### config.mk
export PLATFORM = sky130hd
export DESIGN_NAME = restoring_divider8
export DESIGN_NICKNAME = d
export VERILOG_FILES = /design/src/rtl/restoring_divider8_pkg.sv /design/src/rtl/restoring_divider8_sub_borrow_n.sv /design/src/rtl/restoring_divider8.sv
export SDC_FILE = /design/constraint.sdc
export NUM_CORES = 1
export LEC_CHECK = 0
export ABC_CLOCK_PERIOD_IN_PS = 6000
export CAP_MARGIN = 25
export CORE_UTILIZATION = 50
export CTS_CLUSTER_SIZE = 40
export DETAILED_ROUTE_END_ITERATION = 10
export PLACE_DENSITY_LB_ADDON = 0.15
export SLEW_MARGIN = 20
export SYNTH_ARGS = -nofsm -noshare
export SYNTH_HDL_FRONTEND = slang
export SYNTH_HIERARCHICAL = 1
export SYNTH_SLANG_ARGS = --single-unit
### constraint.sdc
create_clock -name clk -period 6 [get_ports clk]
set_clock_uncertainty 0.05 [all_clocks]
set_input_delay 0.9 -clock clk [delete_from_list [all_inputs] [get_ports clk]]
set_output_delay 0.9 -clock clk [all_outputs]
set_load 0.01 [all_outputs]
### src/rtl/restoring_divider8_pkg.sv
// Shared definitions for the sequential restoring divider: FSM state encoding
// and the default operand width.
package restoring_divider8_pkg;

  localparam int DEFAULT_WIDTH = 8;

  typedef enum logic [1:0] {
    IDLE = 2'd0,
    RUN  = 2'd1,
    DONE = 2'd2
  } state_t;

endpackage

### src/rtl/restoring_divider8_sub_borrow_n.sv
// Combinational WIDTH-bit a - b with borrow out, built from chained 4-bit
// nibble subtractor stages (ripple borrow between nibbles).
module sub_borrow_n #(
  parameter int WIDTH = 8
) (
  input  logic [WIDTH-1:0] a,
  input  logic [WIDTH-1:0] b,
  output logic [WIDTH-1:0] diff,
  output logic             bout
);

  localparam int NIB = WIDTH / 4;

  logic [NIB:0] borrow;

  assign borrow[0] = 1'b0;

  for (genvar i = 0; i < NIB; i++) begin : g_nib
    logic [4:0] t;
    // Bit 4 of the 5-bit difference is the nibble's borrow out.
    assign t = {1'b0, a[4*i+3 -: 4]} - {1'b0, b[4*i+3 -: 4]} - {4'b0, borrow[i]};
    assign diff[4*i+3 -: 4] = t[3:0];
    assign borrow[i+1]      = t[4];
  end

  assign bout = borrow[NIB];

endmodule

### src/rtl/restoring_divider8.sv
// Sequential unsigned restoring divider: one shift-and-trial-subtract per clock,
// quotient/remainder registered on completion with a one-cycle done pulse.
module restoring_divider8
  import restoring_divider8_pkg::*;
#(
  parameter int WIDTH = DEFAULT_WIDTH
) (
  input  logic             clk,
  input  logic             rst,
  input  logic             start,
  input  logic [WIDTH-1:0] dividend,
  input  logic [WIDTH-1:0] divisor,
  output logic             busy,
  output logic             done,
  output logic [WIDTH-1:0] quotient,
  output logic [WIDTH-1:0] remainder,
  output logic             div_by_zero
);

  localparam int CW = $clog2(WIDTH + 1);

  state_t           state, state_nx;
  logic [WIDTH-1:0] r_work, q_work, d_work;
  logic [CW-1:0]    iter;
  logic             accept, zero_div, last;
  logic [WIDTH-1:0] s_low, diff;
  logic             bout, eff_borrow;

  assign accept   = start && (state != RUN);
  assign zero_div = (divisor == '0);
  assign last     = (state == RUN) && (iter == CW'(WIDTH));

  // Trial operand is {r_work, q_work msb}; its top bit is r_work msb, and when
  // set the shifted remainder already exceeds any divisor.
  assign s_low      = {r_work[WIDTH-2:0], q_work[WIDTH-1]};
  assign eff_borrow = bout && !r_work[WIDTH-1];

  sub_borrow_n #(.WIDTH(WIDTH)) u_sub (
    .a    (s_low),
    .b    (d_work),
    .diff (diff),
    .bout (bout)
  );

  always_ff @(posedge clk or posedge rst) begin
    if (rst) state <= IDLE;
    else     state <= state_nx;
  end

  // NOTE: every signal driven here gets a default first, so no path can infer a latch.
  always_comb begin
    state_nx = state;
    case (state)
      IDLE, DONE: begin
        if (accept) state_nx = zero_div ? DONE : RUN;
        else        state_nx = IDLE;
      end
      RUN:     if (last) state_nx = DONE;
      default: state_nx = IDLE;
    endcase
  end

  // NOTE: sequential state uses non-blocking assignments only, so every register
  // samples pre-edge values regardless of statement order.
  always_ff @(posedge clk or posedge rst) begin
    if (rst) begin
      r_work      <= '0;
      q_work      <= '0;
      d_work      <= '0;
      iter        <= '0;
      quotient    <= '0;
      remainder   <= '0;
      div_by_zero <= 1'b0;
    end else begin
      if (accept && !zero_div) begin
        r_work <= '0;
        q_work <= dividend;
        d_work <= divisor;
        iter   <= '0;
      end else if (state == RUN && !last) begin
        r_work <= eff_borrow ? s_low : diff;
        q_work <= {q_work[WIDTH-2:0], !eff_borrow};
        iter   <= iter + CW'(1);
      end

      if (accept && zero_div) begin
        quotient    <= '1;
        remainder   <= dividend;
        div_by_zero <= 1'b1;
      end else if (last) begin
        quotient    <= q_work;
        remainder   <= r_work;
        div_by_zero <= 1'b0;
      end
    end
  end

  assign busy = (state == RUN) && !last;
  assign done = (state == DONE);

endmodule
==> results.ini, run 1 <==
[sta]
fin_crit_ns=3.43
setup_tns_ns=0
slew_violations=0
timing.slew.headroom=0.466
worst_slew_pin_slew_ns=0.800
finalHoldViolCount=0
rsz0062_at_grt=false
fmax_mhz=292
period_share=0.571
setup_viol=0

[setup_path]
path_cells=inv_1 -> ha_1 -> fa_1 -> nor2b_1 -> o21ai_0 -> nand2b_1 -> fa_1 -> fa_1 -> nand2b_1 -> a21oi_2 -> xor2_1 -> nand2b_1 -> mux2i_1 -> a211oi_1
worst-path-buf-inv=1
r2r_end=r_work[1]
critPathArrivalTime_ns=3.58
path_max_fanout=9
startpoint_type=flop
cpMaxStageDelayCell=fa_1
crit_type=reg -> reg
r2r_cells=14
cp-endpoint=r_work[1]
slowest_delay_ns=0.43
cp.depth=14
cp.required_ns=6.16
r2r_slack_ns=2.57
r2r_start=q_work[7]
cp_top_family=adder cells
crit_start=q_work[7]
end_kind=flop

[cts]
cts_tree=yes
clk_latency_ns=0.30
cts-buffers-inserted=5
clkTransAtPathRegs_ns=0.09
cts_buffer_depth=2
cts.htree.levels=2
post-cts-setup-buffer-count=0
cts.sinks=47
ctsHoldBuffers=0
clock-root-buffer=clkbuf_8
post_cts_resized=0

[min_path]
holdPathStages=2
hp-class=reg -> reg

[grt]
grt_max_degree=48
grt.total_usage=0.209
grt_pass1_vias=1694
grt_pass1_wl_um=8310
grt.overflow.total=0
grt_antenna_before_repair=0

[layout]
design_area_um2=3000
diodes=0
fillers=433
multiInputGateArea_um2=1180
fin_nets=312
final-seq-area_um2=1180
syn_to_final_growth_pct=20.8
drive_above_1_share=0.0968

[synth]
netlist-cell-type-count=33
netlist_top_cells_count=dfrtp_1 (47), nand2_1 (38), nor2_1 (22)
synth_area_leaders=dfrtp_1 (47%), ha_1 (6.0%), nand2_1 (5.7%), mux2i_1 (4.0%), mux2_2 (3.6%)
ys_warn_count=6
synth_seq_cells=47
synthArstFlopShare=1.00
synth_edf_count=0
synth.most_common_cell=dfrtp_1
syn-instance-count=243
syn_area_um2=2480
synthFlopType=dfrtp_1
synthesis.nets=277
yosysTopAreaCell=dfrtp_1
synthDominantCellAreaShare=0.474
syn_area_per_cell_um2=10.2
ys_seq_area_frac=0.474

[run_status]
status=completed

[detailed_routing]
viasPerCell=5.17
drtIter0Drc=93
ant_nets=0
drt-wirelength-per-cell_um=14.2
wl_um=4930
drcViolationCount=0
firstDrtPassIters=4
num_vias=1789

[power]
ir_worst_vdd_mv=0.390
powerDensity_nw_per_um2=624
p_leak_nw=1.44
power_mw=1.87

[floorplanning]
rows=25
dieArea_um2=5250
die_w_um=72.5
die_h_um=72.5
initial_core_util=0.522
ios=38
core-area_um2=4750

[place]
dp_hpwl_um=3370
dpl_cell_area_um2=2900
port_buffers=37
place.gp.congestion=0.767

[run]
drv_cap=0

==> flip-flops by register name (all words and copies together), names as in the netlist <==
name	cells
q_work	8
div_by_zero	1
iter	4
r_work	8
quotient	8
state	2
remainder	8
d_work	8
==> logic make-up after synthesis <==
logic type / after synthesis / share of synthesized area
buffers and inverters: 30 / 0.0559
DFF: 47 / 0.474
xor gates and xnor gates: 9 / 0.0317
adders and majority gates: 15 / 0.0846
and+or+nand+nor: 84 / 0.164
AOI/OAI and AO/OA: 40 / 0.113
muxes: 18 / 0.0766
==> area by class of cell <==
| class | count | share of cell area |
|---|---|---|
| Timing Repair Buffer | 39 | 0.128 |
| Clock inverter | 1 | 0.00250 |
| Sequential cell | 47 | 0.392 |
| Inverter | 19 | 0.0242 |
| Clock buffer | 7 | 0.0321 |
| Tap cell | 67 | 0.0279 |
| Multi-Input combinational cell | 166 | 0.393 |
==> stage by stage <==
step | setup slack [ns] | std cells | util | hold WS (ns)
3_5_place_dp | 2.58 | 338 | 0.609 | 0.414
3_3_place_gp | 2.69 | 338 | 0.609 | 0.410
4_1_cts | 2.56 | 346 | 0.631 | 0.437
2_1_floorplan | 2.91 | 243 | - | 0.421
6_report | 2.57 | 346 | 0.631 | 0.432
5_1_grt | 2.26 | 346 | 0.631 | 0.460
==> placed cells by master, fill, tap and decap left out <==
| cell type | n |
|---|---|
| dfrtp_1 | 47 |
| nand2_1 | 38 |
| clkdlybuf4s50_1 | 37 |
| nor2_1 | 21 |
| inv_1 | 18 |
| ha_1 | 12 |
| mux2i_1 | 10 |
| nand3_1 | 9 |
| mux2_2 | 8 |
| a211oi_1 | 8 |
| a31oi_1 | 8 |
| a21o_1 | 7 |
| xor2_1 | 7 |
| clkbuf_8 | 7 |
| a22o_1 | 6 |
| o21ai_0 | 5 |
| nand2b_1 | 4 |
| a21oi_1 | 3 |
| fa_1 | 3 |
| nor4_4 | 2 |
| nor2_2 | 2 |
| nand3b_1 | 2 |
| xnor2_1 | 2 |
| nor2b_1 | 2 |
| buf_4 | 2 |
| nor2b_2 | 1 |
| a211oi_4 | 1 |
| and3b_1 | 1 |
| nand4_2 | 1 |
| clkinv_2 | 1 |
| nand4_1 | 1 |
| clkinvlp_4 | 1 |
| a21oi_2 | 1 |
| o21ai_1 | 1 |
==> per-layer routing <==
metal  track usage  part of all wire  wire length (um)
met5             0                 0                 0
met4        0.0654            0.0055                27
met3        0.0444             0.034               169
met2         0.331              0.47              2320
met1         0.289              0.49              2410
==> worst reg2reg max path, stage by stage (launching register included) <==
cell,delay [ns]
dfrtp_1,0.41
inv_1,0.07
ha_1,0.18
fa_1,0.22
nor2b_1,0.06
o21ai_0,0.15
nand2b_1,0.09
fa_1,0.41
fa_1,0.43
nand2b_1,0.18
a21oi_2,0.15
xor2_1,0.15
nand2b_1,0.31
mux2i_1,0.21
a211oi_1,0.26
==> power breakdown <==
group          leakage, nW  internal (mW)  switching, mW  total, mW
Sequential           0.548          0.481          0.123      0.604
Combinational        0.845          0.541          0.517       1.06
Clock               0.0505          0.105          0.106      0.211
==> worst min path at each step <==
| stage | end | start | slack [ns] |
|---|---|---|---|
| 2_1_floorplan | q_work[5] | q_work[5] | 0.42 |
| 3_3_place_gp | div_by_zero | div_by_zero | 0.41 |
| 3_5_place_dp | div_by_zero | div_by_zero | 0.41 |
| 4_1_cts | div_by_zero | div_by_zero | 0.44 |
| 5_1_grt | div_by_zero | div_by_zero | 0.46 |
| 6_report | div_by_zero | div_by_zero | 0.43 |
(Power assumes the default switching activity.)
==> inputs of run 2 (changes only) <==
--- a/config.mk
+++ b/config.mk
@@ -5,9 +5,9 @@
 export SDC_FILE = /design/constraint.sdc
 export NUM_CORES = 1
 export LEC_CHECK = 0
-export ABC_CLOCK_PERIOD_IN_PS = 6000
+export ABC_CLOCK_PERIOD_IN_PS = 2800
 export CAP_MARGIN = 25
-export CORE_UTILIZATION = 50
+export CORE_UTILIZATION = 48
 export CTS_CLUSTER_SIZE = 40
 export DETAILED_ROUTE_END_ITERATION = 10
 export PLACE_DENSITY_LB_ADDON = 0.15
==> constraint.sdc (replaced) <==
create_clock -name clk -period 2.8 [get_ports clk]
set_clock_uncertainty 0.05 [all_clocks]
set_input_delay 0.42 -clock clk [delete_from_list [all_inputs] [get_ports clk]]
set_output_delay 0.42 -clock clk [all_outputs]
set_load 0.01 [all_outputs]
==> run 2 against run 1 <==
The run now ends with setup timing left. Count of clock-buffer cells in the layout is 1 lower. Final cell count is 5.2% higher. Global-route usage is 2.1 points higher. Die area is 4.0% higher. Critical path depth is 1 higher. Clock power is 150% higher. Via count is 6.6% higher. Register-to-register slack worse by 2.7 ns.
==> results.ini, run 2 (synthesis results as in run 1) <==
[place]
port_buffers=37  ; unchanged
dp_hpwl_um=3810  ; +13%
place.gp.congestion=0.764  ; -0.31%

[cts]
cts.htree.levels=2  ; unchanged
clkTransAtPathRegs_ns=0.09  ; about the same
clk_latency_ns=0.30  ; about the same
clock-root-buffer=clkbuf_8
cts-buffers-inserted=5  ; unchanged
cts_buffer_depth=2  ; unchanged
cts_tree=yes
cts.sinks=47  ; unchanged
ctsHoldBuffers=0  ; unchanged

[setup_path]
critPathArrivalTime_ns=3.13  ; -0.45 ns
r2r_slack_ns=-0.17  ; -2.75 ns
cpMaxStageDelayCell=dfrtp_1
crit_type=reg -> reg
end_kind=flop
path_max_fanout=5  ; -4
cp_top_family=adder cells
cp_common_cell=fa_2
worst-path-buf-inv=2  ; +1
slowest_delay_ns=0.39  ; -0.04 ns
path_cells=inv_2 -> ha_4 -> fa_2 -> nor2b_1 -> o21ai_1 -> nand2b_1 -> fa_2 -> fa_2 -> nand2b_4 -> a21oi_2 -> xor2_1 -> nand2b_1 -> buf_6 -> a22o_1 -> a21o_1
cp.required_ns=2.95  ; -3.21 ns
startpoint_type=flop

[layout]
syn_to_final_growth_pct=29.1
drive_above_1_share=0.182  ; +0.0850
layout_common_cells=dfrtp_1 (47), nand2_1 (38), clkdlybuf4s50_1 (37), nor2_1 (21), buf_4 (18)
final_util=0.661  ; +0.0301
fin_nets=330  ; +5.8%
mostFrequentLayoutCell=dfrtp_1
diodes=0  ; unchanged

[power]
power_mw=4.53  ; +140%
p_leak_nw=1.55  ; +7.2%
powerDensity_nw_per_um2=1410  ; +130%
ir_worst_vdd_mv=0.743  ; +91%

[run]
drv_cap=0  ; unchanged

[grt]
grt_pass1_vias=1913  ; +13%
grt.total_usage=0.230  ; +0.0206
grt_antenna_before_repair=0  ; unchanged
grt.overflow.total=0  ; unchanged
grt_max_degree=32  ; -33%
grt_pass1_wl_um=9270  ; +12%

[min_path]
hp-class=reg -> reg

[detailed_routing]
wl_um=5420  ; +10%
met1Wirelength_um=2530  ; +5.3%
drcViolationCount=0  ; unchanged
viasPerCell=5.24  ; +1.3%
wl_met3_um=157  ; -7.1%
dr.max_layer_used=met4
wl_met2_um=2620  ; +13%
num_vias=1907  ; +6.6%
firstDrtPassIters=4  ; unchanged
ant_nets=0  ; unchanged
drt-wirelength-per-cell_um=14.9  ; +4.7%
drtIter0Drc=92  ; -1.1%

[sta]
timing.slew.headroom=0.535  ; +0.0684
fin_crit_ns=2.97  ; -0.453 ns
worst_slew_pin_slew_ns=0.697  ; -0.102 ns
finalHoldViolCount=0  ; unchanged
layout_setup_ws_ns=-0.172  ; -2.75 ns
fmax_mhz=336  ; +15%
slew_violations=0  ; unchanged
period_share=1.06  ; +0.491
setup_viol=9  ; +9
rsz0062_at_grt=true
holdWs_ns=0.445  ; +0.0125 ns

[floorplanning]
core-area_um2=4850  ; +2.0%
initial_core_util=0.512  ; -0.0101
dieArea_um2=5470  ; +4.0%
die_w_um=73.9  ; +2.0%
rows=25  ; unchanged
ios=38  ; unchanged
die_h_um=73.9  ; +2.0%

[run_status]
status=finished, violations left
violations=setup timing

## run 2: cell count changes in the layout (fill, tap and decap cells not counted), sizes merged
cell,change
bufinv,+1
clkbuf,-1
clkinvlp,-1
inv,+1
buf,+18
## run 2: worst paths after layout
path                              from     endpoint  cells after the start
setup / recovery             q_work[7]    q_work[0]                     15
hold / removal             quotient[2]  quotient[2]                      2
setup reg to reg             q_work[7]    q_work[0]                     15
hold reg to reg            quotient[2]  quotient[2]                      2
max in group asynchronous          rst    q_work[2]                      3
min in group asynchronous          rst    d_work[2]                      2
## run 2: cell type report
type | count | area [um^2]
inverter | 19 | 71.3
tap | 67 | 83.8
fill | 403 | 1640
clock inverter | 2 | 35.0
clock buffer | 6 | 82.6
sequential | 47 | 1180
timing repair buffer | 57 | 528
multi-input combinational | 166 | 1230
## run 2: power breakdown
| group | internal, mW | total (mW) | switching, mW |
|---|---|---|---|
| Combinational | 1.45 | 2.71 | 1.27 |
| Sequential | 1.03 | 1.29 | 0.263 |
| Clock | 0.289 | 0.521 | 0.232 |
| Total | 2.77 | 4.53 | 1.76 |
## run 2: layer usage
layer  up-vias  global-route usage
met5         -                   0
met4         0              0.0855
met3        10              0.0474
met2        32               0.363
met1       942               0.314
li1        923                   -
## run 2: per-stage QoR
step / TNS, ns / instances / worst slack, ns / area (um^2)
after floorplan: -0.930 / 243 / -0.144 / 2520
after global placement: -1.41 / 354 / -0.188 / 3050
after detailed placement: -2.29 / 354 / -0.286 / 3050
after CTS: -1.54 / 363 / -0.190 / 3190
after global routing: -2.85 / 364 / -0.336 / 3210
final: -1.31 / 364 / -0.172 / 3210
## run 2: worst register-to-register path: stages, from the launching register on
cell and delay (ns):
dfrtp_1 0.39, inv_2 0.07, ha_4 0.13, fa_2 0.19, nor2b_1 0.04, o21ai_1 0.12
nand2b_1 0.09, fa_2 0.36, fa_2 0.36, nand2b_4 0.15, a21oi_2 0.14, xor2_1 0.16
nand2b_1 0.13, buf_6 0.16, a22o_1 0.18, a21o_1 0.15
## run 2: what timing repair did
action                                  CTS  global route
endpoints found under the setup margin    9             9
gates resized for setup                   5             2
pin swaps                                 7             2
cloned                                    1             0
endpoints found under the hold margin     0             0
buffers inserted                          0             1
